**src/rtl/pipeline_run_pkg.sv**
```systemverilog
// pipeline_run_pkg
// Shared types and helpers for the pipeline run controller.
//   run_state_t : controller state encoding
//   XLEN_DEF    : default writeback data width
//   sig_next()  : one step of the writeback signature (any width 5..64)
package pipeline_run_pkg;

  localparam int XLEN_DEF = 32;

  typedef enum logic [1:0] {
    S_IDLE  = 2'd0,
    S_RESET = 2'd1,
    S_RUN   = 2'd2,
    S_DONE  = 2'd3
  } run_state_t;

  // Values are carried in a 64-bit container so one function serves every
  // XLEN; bits at and above xlen are masked off and always return as zero.
  function automatic logic [63:0] sig_next(input logic [63:0]   sig,
                                           input logic [4:0]    rd,
                                           input logic [63:0]   data,
                                           input int unsigned   xlen);
    logic [63:0] mask;
    logic [63:0] rot;
    mask = '1;
    if (xlen < 64) mask = (64'd1 << xlen) - 64'd1;
    rot = ((sig << 1) | (sig >> (xlen - 1))) & mask;
    return rot ^ (data & mask) ^ {59'd0, rd};
  endfunction

endpackage

```
**src/rtl/wb_signature.sv**
```systemverilog
// wb_signature
// Retire counter and writeback signature register.
//   i_clk, i_rst_n : clock, async active-low reset
//   i_clear        : synchronous clear of count and signature (wins over enable)
//   i_en           : writebacks are only observed while high
//   i_wb_valid/rd/data : core writeback port
//   o_retire       : a retire is being accepted on this cycle
//   o_count_inc    : retire count after this retire (saturating)
//   o_retire_count, o_signature : registered results
module wb_signature
  import pipeline_run_pkg::*;
#(
  parameter int CNT_W = 16,
  parameter int XLEN  = XLEN_DEF
) (
  input  logic             i_clk,
  input  logic             i_rst_n,
  input  logic             i_clear,
  input  logic             i_en,
  input  logic             i_wb_valid,
  input  logic [4:0]       i_wb_rd,
  input  logic [XLEN-1:0]  i_wb_data,
  output logic             o_retire,
  output logic [CNT_W-1:0] o_count_inc,
  output logic [CNT_W-1:0] o_retire_count,
  output logic [XLEN-1:0]  o_signature
);

  logic [CNT_W-1:0] r_count;
  logic [XLEN-1:0]  r_sig;
  logic [63:0]      w_sig_ext;
  logic [63:0]      w_data_ext;
  logic [63:0]      w_sig_upd;
  logic             w_unused_hi;

  // x0 writes never retire.
  assign o_retire    = i_en & i_wb_valid & (i_wb_rd != 5'd0);
  assign o_count_inc = (r_count == '1) ? r_count : r_count + CNT_W'(1);

  always_comb begin
    w_sig_ext              = '0;
    w_sig_ext[XLEN-1:0]    = r_sig;
    w_data_ext             = '0;
    w_data_ext[XLEN-1:0]   = i_wb_data;
  end

  assign w_sig_upd   = sig_next(w_sig_ext, i_wb_rd, w_data_ext, XLEN);
  assign w_unused_hi = ^w_sig_upd;

  always_ff @(posedge i_clk or negedge i_rst_n) begin
    if (!i_rst_n) begin
      r_count <= '0;
      r_sig   <= '0;
    end else if (i_clear) begin
      r_count <= '0;
      r_sig   <= '0;
    end else if (o_retire) begin
      r_count <= o_count_inc;
      r_sig   <= w_sig_upd[XLEN-1:0];
    end
  end

  assign o_retire_count = r_count;
  assign o_signature    = r_sig;

endmodule

```
**src/rtl/pipeline_run_ctrl.sv**
```systemverilog
// pipeline_run_ctrl
// Sequences the core reset, runs the core for a bounded number of cycles or
// until enough writebacks retire, then freezes it and reports status plus a
// writeback signature.
//   clk, rst (async active-low)
//   start                      : begin a run (accepted in IDLE/DONE only)
//   wb_valid, wb_rd, wb_data   : core writeback, observed in RUN only
//   core_rst_n                 : core reset, low except in RUN
//   running, done, timeout     : run status
//   retire_count, cycle_count, signature : run results, held in DONE
//
// state   | meaning
// --------+-------------------------------------------------------------
// S_IDLE  | after reset, core held in reset, waiting for start
// S_RESET | core held in reset for RESET_CYCLES cycles
// S_RUN   | core released, counting cycles and retires
// S_DONE  | core frozen, results held, waiting for next start
module pipeline_run_ctrl
  import pipeline_run_pkg::*;
#(
  parameter int RESET_CYCLES  = 2,
  parameter int CYCLE_BUDGET  = 10,
  parameter int RETIRE_TARGET = 0,
  parameter int CNT_W         = 16,
  parameter int XLEN          = XLEN_DEF
) (
  input  logic             clk,
  input  logic             rst,
  input  logic             start,
  input  logic             wb_valid,
  input  logic [4:0]       wb_rd,
  input  logic [XLEN-1:0]  wb_data,
  output logic             core_rst_n,
  output logic             running,
  output logic             done,
  output logic             timeout,
  output logic [CNT_W-1:0] retire_count,
  output logic [CNT_W-1:0] cycle_count,
  output logic [XLEN-1:0]  signature
);

  if (RESET_CYCLES < 1) begin : g_bad_reset_cycles
    $error("RESET_CYCLES must be at least 1");
  end
  if (CYCLE_BUDGET < 1 || longint'(CYCLE_BUDGET) >= (longint'(1) << CNT_W)) begin : g_bad_budget
    $error("CYCLE_BUDGET must be at least 1 and fit in CNT_W bits");
  end
  if (RETIRE_TARGET < 0 || longint'(RETIRE_TARGET) >= (longint'(1) << CNT_W)) begin : g_bad_target
    $error("RETIRE_TARGET must fit in CNT_W bits");
  end
  if (XLEN < 5 || XLEN > 64) begin : g_bad_xlen
    $error("XLEN must be in 5..64");
  end

  localparam int               RST_W     = (RESET_CYCLES > 1) ? $clog2(RESET_CYCLES + 1) : 1;
  localparam logic [RST_W-1:0] RST_LOAD  = RST_W'(RESET_CYCLES);
  localparam logic [CNT_W-1:0] BUDGET_C  = CNT_W'(CYCLE_BUDGET);
  localparam logic [CNT_W-1:0] TARGET_C  = CNT_W'(RETIRE_TARGET);

  run_state_t       r_state;
  logic [RST_W-1:0] r_rst_cnt;
  logic [CNT_W-1:0] r_cycle_cnt;
  logic             r_core_rst_n;
  logic             r_running;
  logic             r_done;
  logic             r_timeout;

  run_state_t       w_state_nxt;
  logic [RST_W-1:0] w_rst_cnt_nxt;
  logic [CNT_W-1:0] w_cycle_nxt;
  logic [CNT_W-1:0] w_cycle_inc;
  logic             w_core_rst_n_nxt;
  logic             w_running_nxt;
  logic             w_done_nxt;
  logic             w_timeout_nxt;
  logic             w_clear;
  logic             w_run_en;
  logic             w_retire;
  logic [CNT_W-1:0] w_count_inc;
  logic             w_target_hit;
  logic             w_budget_hit;

  assign w_run_en     = (r_state == S_RUN);
  assign w_cycle_inc  = r_cycle_cnt + CNT_W'(1);
  assign w_target_hit = (RETIRE_TARGET != 0) && w_retire && (w_count_inc == TARGET_C);
  assign w_budget_hit = (w_cycle_inc == BUDGET_C);

  wb_signature #(
    .CNT_W (CNT_W),
    .XLEN  (XLEN)
  ) u_wb_signature (
    .i_clk          (clk),
    .i_rst_n        (rst),
    .i_clear        (w_clear),
    .i_en           (w_run_en),
    .i_wb_valid     (wb_valid),
    .i_wb_rd        (wb_rd),
    .i_wb_data      (wb_data),
    .o_retire       (w_retire),
    .o_count_inc    (w_count_inc),
    .o_retire_count (retire_count),
    .o_signature    (signature)
  );

  always_ff @(posedge clk or negedge rst) begin
    if (!rst) begin
      r_state      <= S_IDLE;
      r_rst_cnt    <= '0;
      r_cycle_cnt  <= '0;
      r_core_rst_n <= 1'b0;
      r_running    <= 1'b0;
      r_done       <= 1'b0;
      r_timeout    <= 1'b0;
    end else begin
      r_state      <= w_state_nxt;
      r_rst_cnt    <= w_rst_cnt_nxt;
      r_cycle_cnt  <= w_cycle_nxt;
      r_core_rst_n <= w_core_rst_n_nxt;
      r_running    <= w_running_nxt;
      r_done       <= w_done_nxt;
      r_timeout    <= w_timeout_nxt;
    end
  end

  // Output flags are computed one cycle ahead and registered, so every
  // status output changes on the same edge as the state.
  always_comb begin
    w_state_nxt      = r_state;
    w_rst_cnt_nxt    = r_rst_cnt;
    w_cycle_nxt      = r_cycle_cnt;
    w_core_rst_n_nxt = 1'b0;
    w_running_nxt    = 1'b0;
    w_done_nxt       = r_done;
    w_timeout_nxt    = r_timeout;
    w_clear          = 1'b0;
    case (r_state)
      S_IDLE, S_DONE: begin
        if (start) begin
          w_state_nxt   = S_RESET;
          w_rst_cnt_nxt = RST_LOAD;
          w_cycle_nxt   = '0;
          w_done_nxt    = 1'b0;
          w_timeout_nxt = 1'b0;
          w_clear       = 1'b1;
        end
      end
      S_RESET: begin
        if (r_rst_cnt == RST_W'(1)) begin
          w_state_nxt      = S_RUN;
          w_core_rst_n_nxt = 1'b1;
          w_running_nxt    = 1'b1;
        end else begin
          w_rst_cnt_nxt = r_rst_cnt - RST_W'(1);
        end
      end
      S_RUN: begin
        w_cycle_nxt = w_cycle_inc;
        // Target takes priority when both limits land on the same edge.
        if (w_target_hit || w_budget_hit) begin
          w_state_nxt   = S_DONE;
          w_done_nxt    = 1'b1;
          w_timeout_nxt = !w_target_hit && (RETIRE_TARGET != 0);
        end else begin
          w_core_rst_n_nxt = 1'b1;
          w_running_nxt    = 1'b1;
        end
      end
      default: w_state_nxt = S_IDLE;
    endcase
  end

  assign core_rst_n  = r_core_rst_n;
  assign running     = r_running;
  assign done        = r_done;
  assign timeout     = r_timeout;
  assign cycle_count = r_cycle_cnt;

endmodule

```
**config.mk**
```make
export PLATFORM = sky130hd
export DESIGN_NAME = pipeline_run_ctrl
export DESIGN_NICKNAME = d
export VERILOG_FILES = /design/src/rtl/pipeline_run_pkg.sv /design/src/rtl/wb_signature.sv /design/src/rtl/pipeline_run_ctrl.sv
export SDC_FILE = /design/constraint.sdc
export NUM_CORES = 1
export LEC_CHECK = 0
export ABC_CLOCK_PERIOD_IN_PS = 3500
export CAP_MARGIN = 40
export CORE_ASPECT_RATIO = 1.1
export CORE_MARGIN = 4
export CORE_UTILIZATION = 29
export DETAILED_ROUTE_END_ITERATION = 8
export PLACE_DENSITY = 0.48
export SETUP_SLACK_MARGIN = 0.05
export SYNTH_ARGS = -nofsm -noshare
export SYNTH_HDL_FRONTEND = slang
export SYNTH_HIERARCHICAL = 1
export SYNTH_SLANG_ARGS = --single-unit
```
**constraint.sdc**
```tcl
create_clock -name clk -period 3.5 [get_ports clk]
set_input_delay 0.35 -clock clk [delete_from_list [all_inputs] [get_ports clk]]
set_output_delay 0.35 -clock clk [all_outputs]
set_load 0.01 [all_outputs]
```
==> metrics <==
outcome completed; CTS Buffer Depth 2; Sink Count 70; beginning of the critical path cycle_count[0]; DP Worst Slack 0.794 ns; DRT Pass-1 Iters 4; first-pass GRT wire length 18700 um; root buffer cell clkbuf_16; mean number of vias per cell 4.99; post-route antenna net violation count 0; Max-slew headroom 53.3%; most common cell after layout, fill and taps aside clkdlybuf4s50_1; reg2reg setup slack 0.74 ns; initial antenna violation count 0; endpoints failing setup 0; gr usage total 14.4%; depth of the CTS H-tree 3; critical-path cell list ha_1 -> nand4_4 -> nor3_1 -> mux2i_1 -> a31oi_1 -> or4_1 -> a22o_1; Mapped Nets 494; Vias 3665; Max Slew Vio Count 0; Hold WC Path Type in -> async; cts repair resizes 0; Critical Path AT 2.98 ns; DRC Markers 0; nets@finish 589; HPWL after DPL 8130 um; Setup Buffers After CTS 0; GP Congestion 0.822; vias in the first global route 3515; DIE AREA 0.0165 mm2; P_leak 2.22 nW; # IOs 109; reg2reg start cycle_count[0]; Worst Setup Start Kind register; final hold violation count 0; Final WS setup 0.742 ns; mapped cell area 0.00420 mm2; chip width 123 um; max-cap violations 0; CP max stage delay 0.56 ns; drt initial violations 217; critical path class reg -> reg; syn avg cell area 9.40 um2; Ys Warns 6; die height 134 um; largest net degree at the start of global routing 70; Max IR drop VDD 0.246 mV; Worst Path Max Fanout 8; Power Density 565 mW/mm2; Final TNS setup 0 ns; fmax 363 MHz; I/O Buffers 107; Core Area 0.0140 mm2; final wirelength 11400 um; Routed WL per cell 15.5 um; Synth-to-Final Area Change 35.2%; most frequent cells in the layout clkdlybuf4s50_1 (106), dfrtp_1 (70), nor2_1 (53), nand2_1 (37), xnor2_1 (37); total CTS buffers 9; # hold bufs at CTS 1; RSZ-0062 raised after global routing false; Clock transition at path regs 0.06 ns; Least-Margin Pin Slew 0.699 ns; Starting Density 30.0%; fin crit period 2.76 ns; clock latency on the worst-skew pair 0.34 ns; CTS tree built; gr ovfl total 0; n_diodes 0; Worst Clk Skew 0.00786 ns; cell row count 45; Post-Synthesis Cells 447; Critical-path top delay cell or4_1; Crit path required time 3.73 ns; Tcrit/Tclk final 78.8%; Critical Path Sink Type register; share of cells above drive strength 1 8.96%
## worst max-delay path, delay by kind of cell, from the launching register on
family          cells  cell delay (ns)
flops               1             0.46
fa+ha+maj           1             0.37
simple gates        3             1.18
mux                 1             0.24
compound gates      2             0.38
## area by class of cell
cell class | count | area [um2]
Sequential cell | 70 | 1750
Multi-Input combinational cell | 335 | 2200
Timing Repair Buffer | 113 | 1140
Tap cell | 188 | 235
Clock inverter | 5 | 56.3
Fill cell | 1405 | 8340
Inverter | 13 | 51.3
Clock buffer | 11 | 253
## metal layers
metal	up-vias	track usage (%)	wire, um
met4	0	5.66	220
met3	17	6.03	915
li1	1821	-	-
met5	-	0	0
met2	111	20.3	4880
met1	1716	19.3	5370
## final timing paths
path	end	depth (start not counted)
min in group clk	done	2
hold / removal	cycle_count[11]	2
max in group asynchronous	u_wb_signature/o_signature[16]	3
hold reg to reg	done	2
setup reg to reg	r_state[0]	7
setup / recovery	r_state[0]	7
## power breakdown
group / internal [mW] / total (mW) / switching, mW
logic: 0.560 / 1.13 / 0.574
registers: 0.961 / 1.12 / 0.164
clock network: 0.591 / 0.954 / 0.364
## flip-flops by register name (all words and copies together), names as in the netlist
signal	count
r_rst_cnt	2
u_wb_signature/o_signature	32
r_state	2
done	1
running	1
cycle_count	16
u_wb_signature/o_retire_count	16
## metrics by stage
step,utilization (%),cells,instance area (um2),total power [mW],hold WS [ns]
2_1_floorplan,-,447,4200,1.78,0.0544
3_3_place_gp,38.0,716,5330,2.28,0.506
3_5_place_dp,38.3,718,5370,2.28,0.288
4_1_cts,40.5,735,5680,3.26,0.472
5_1_grt,40.5,735,5680,3.43,0.490
6_report,40.5,735,5680,3.21,0.462
Note: power is estimated with default switching activity, not from simulation.
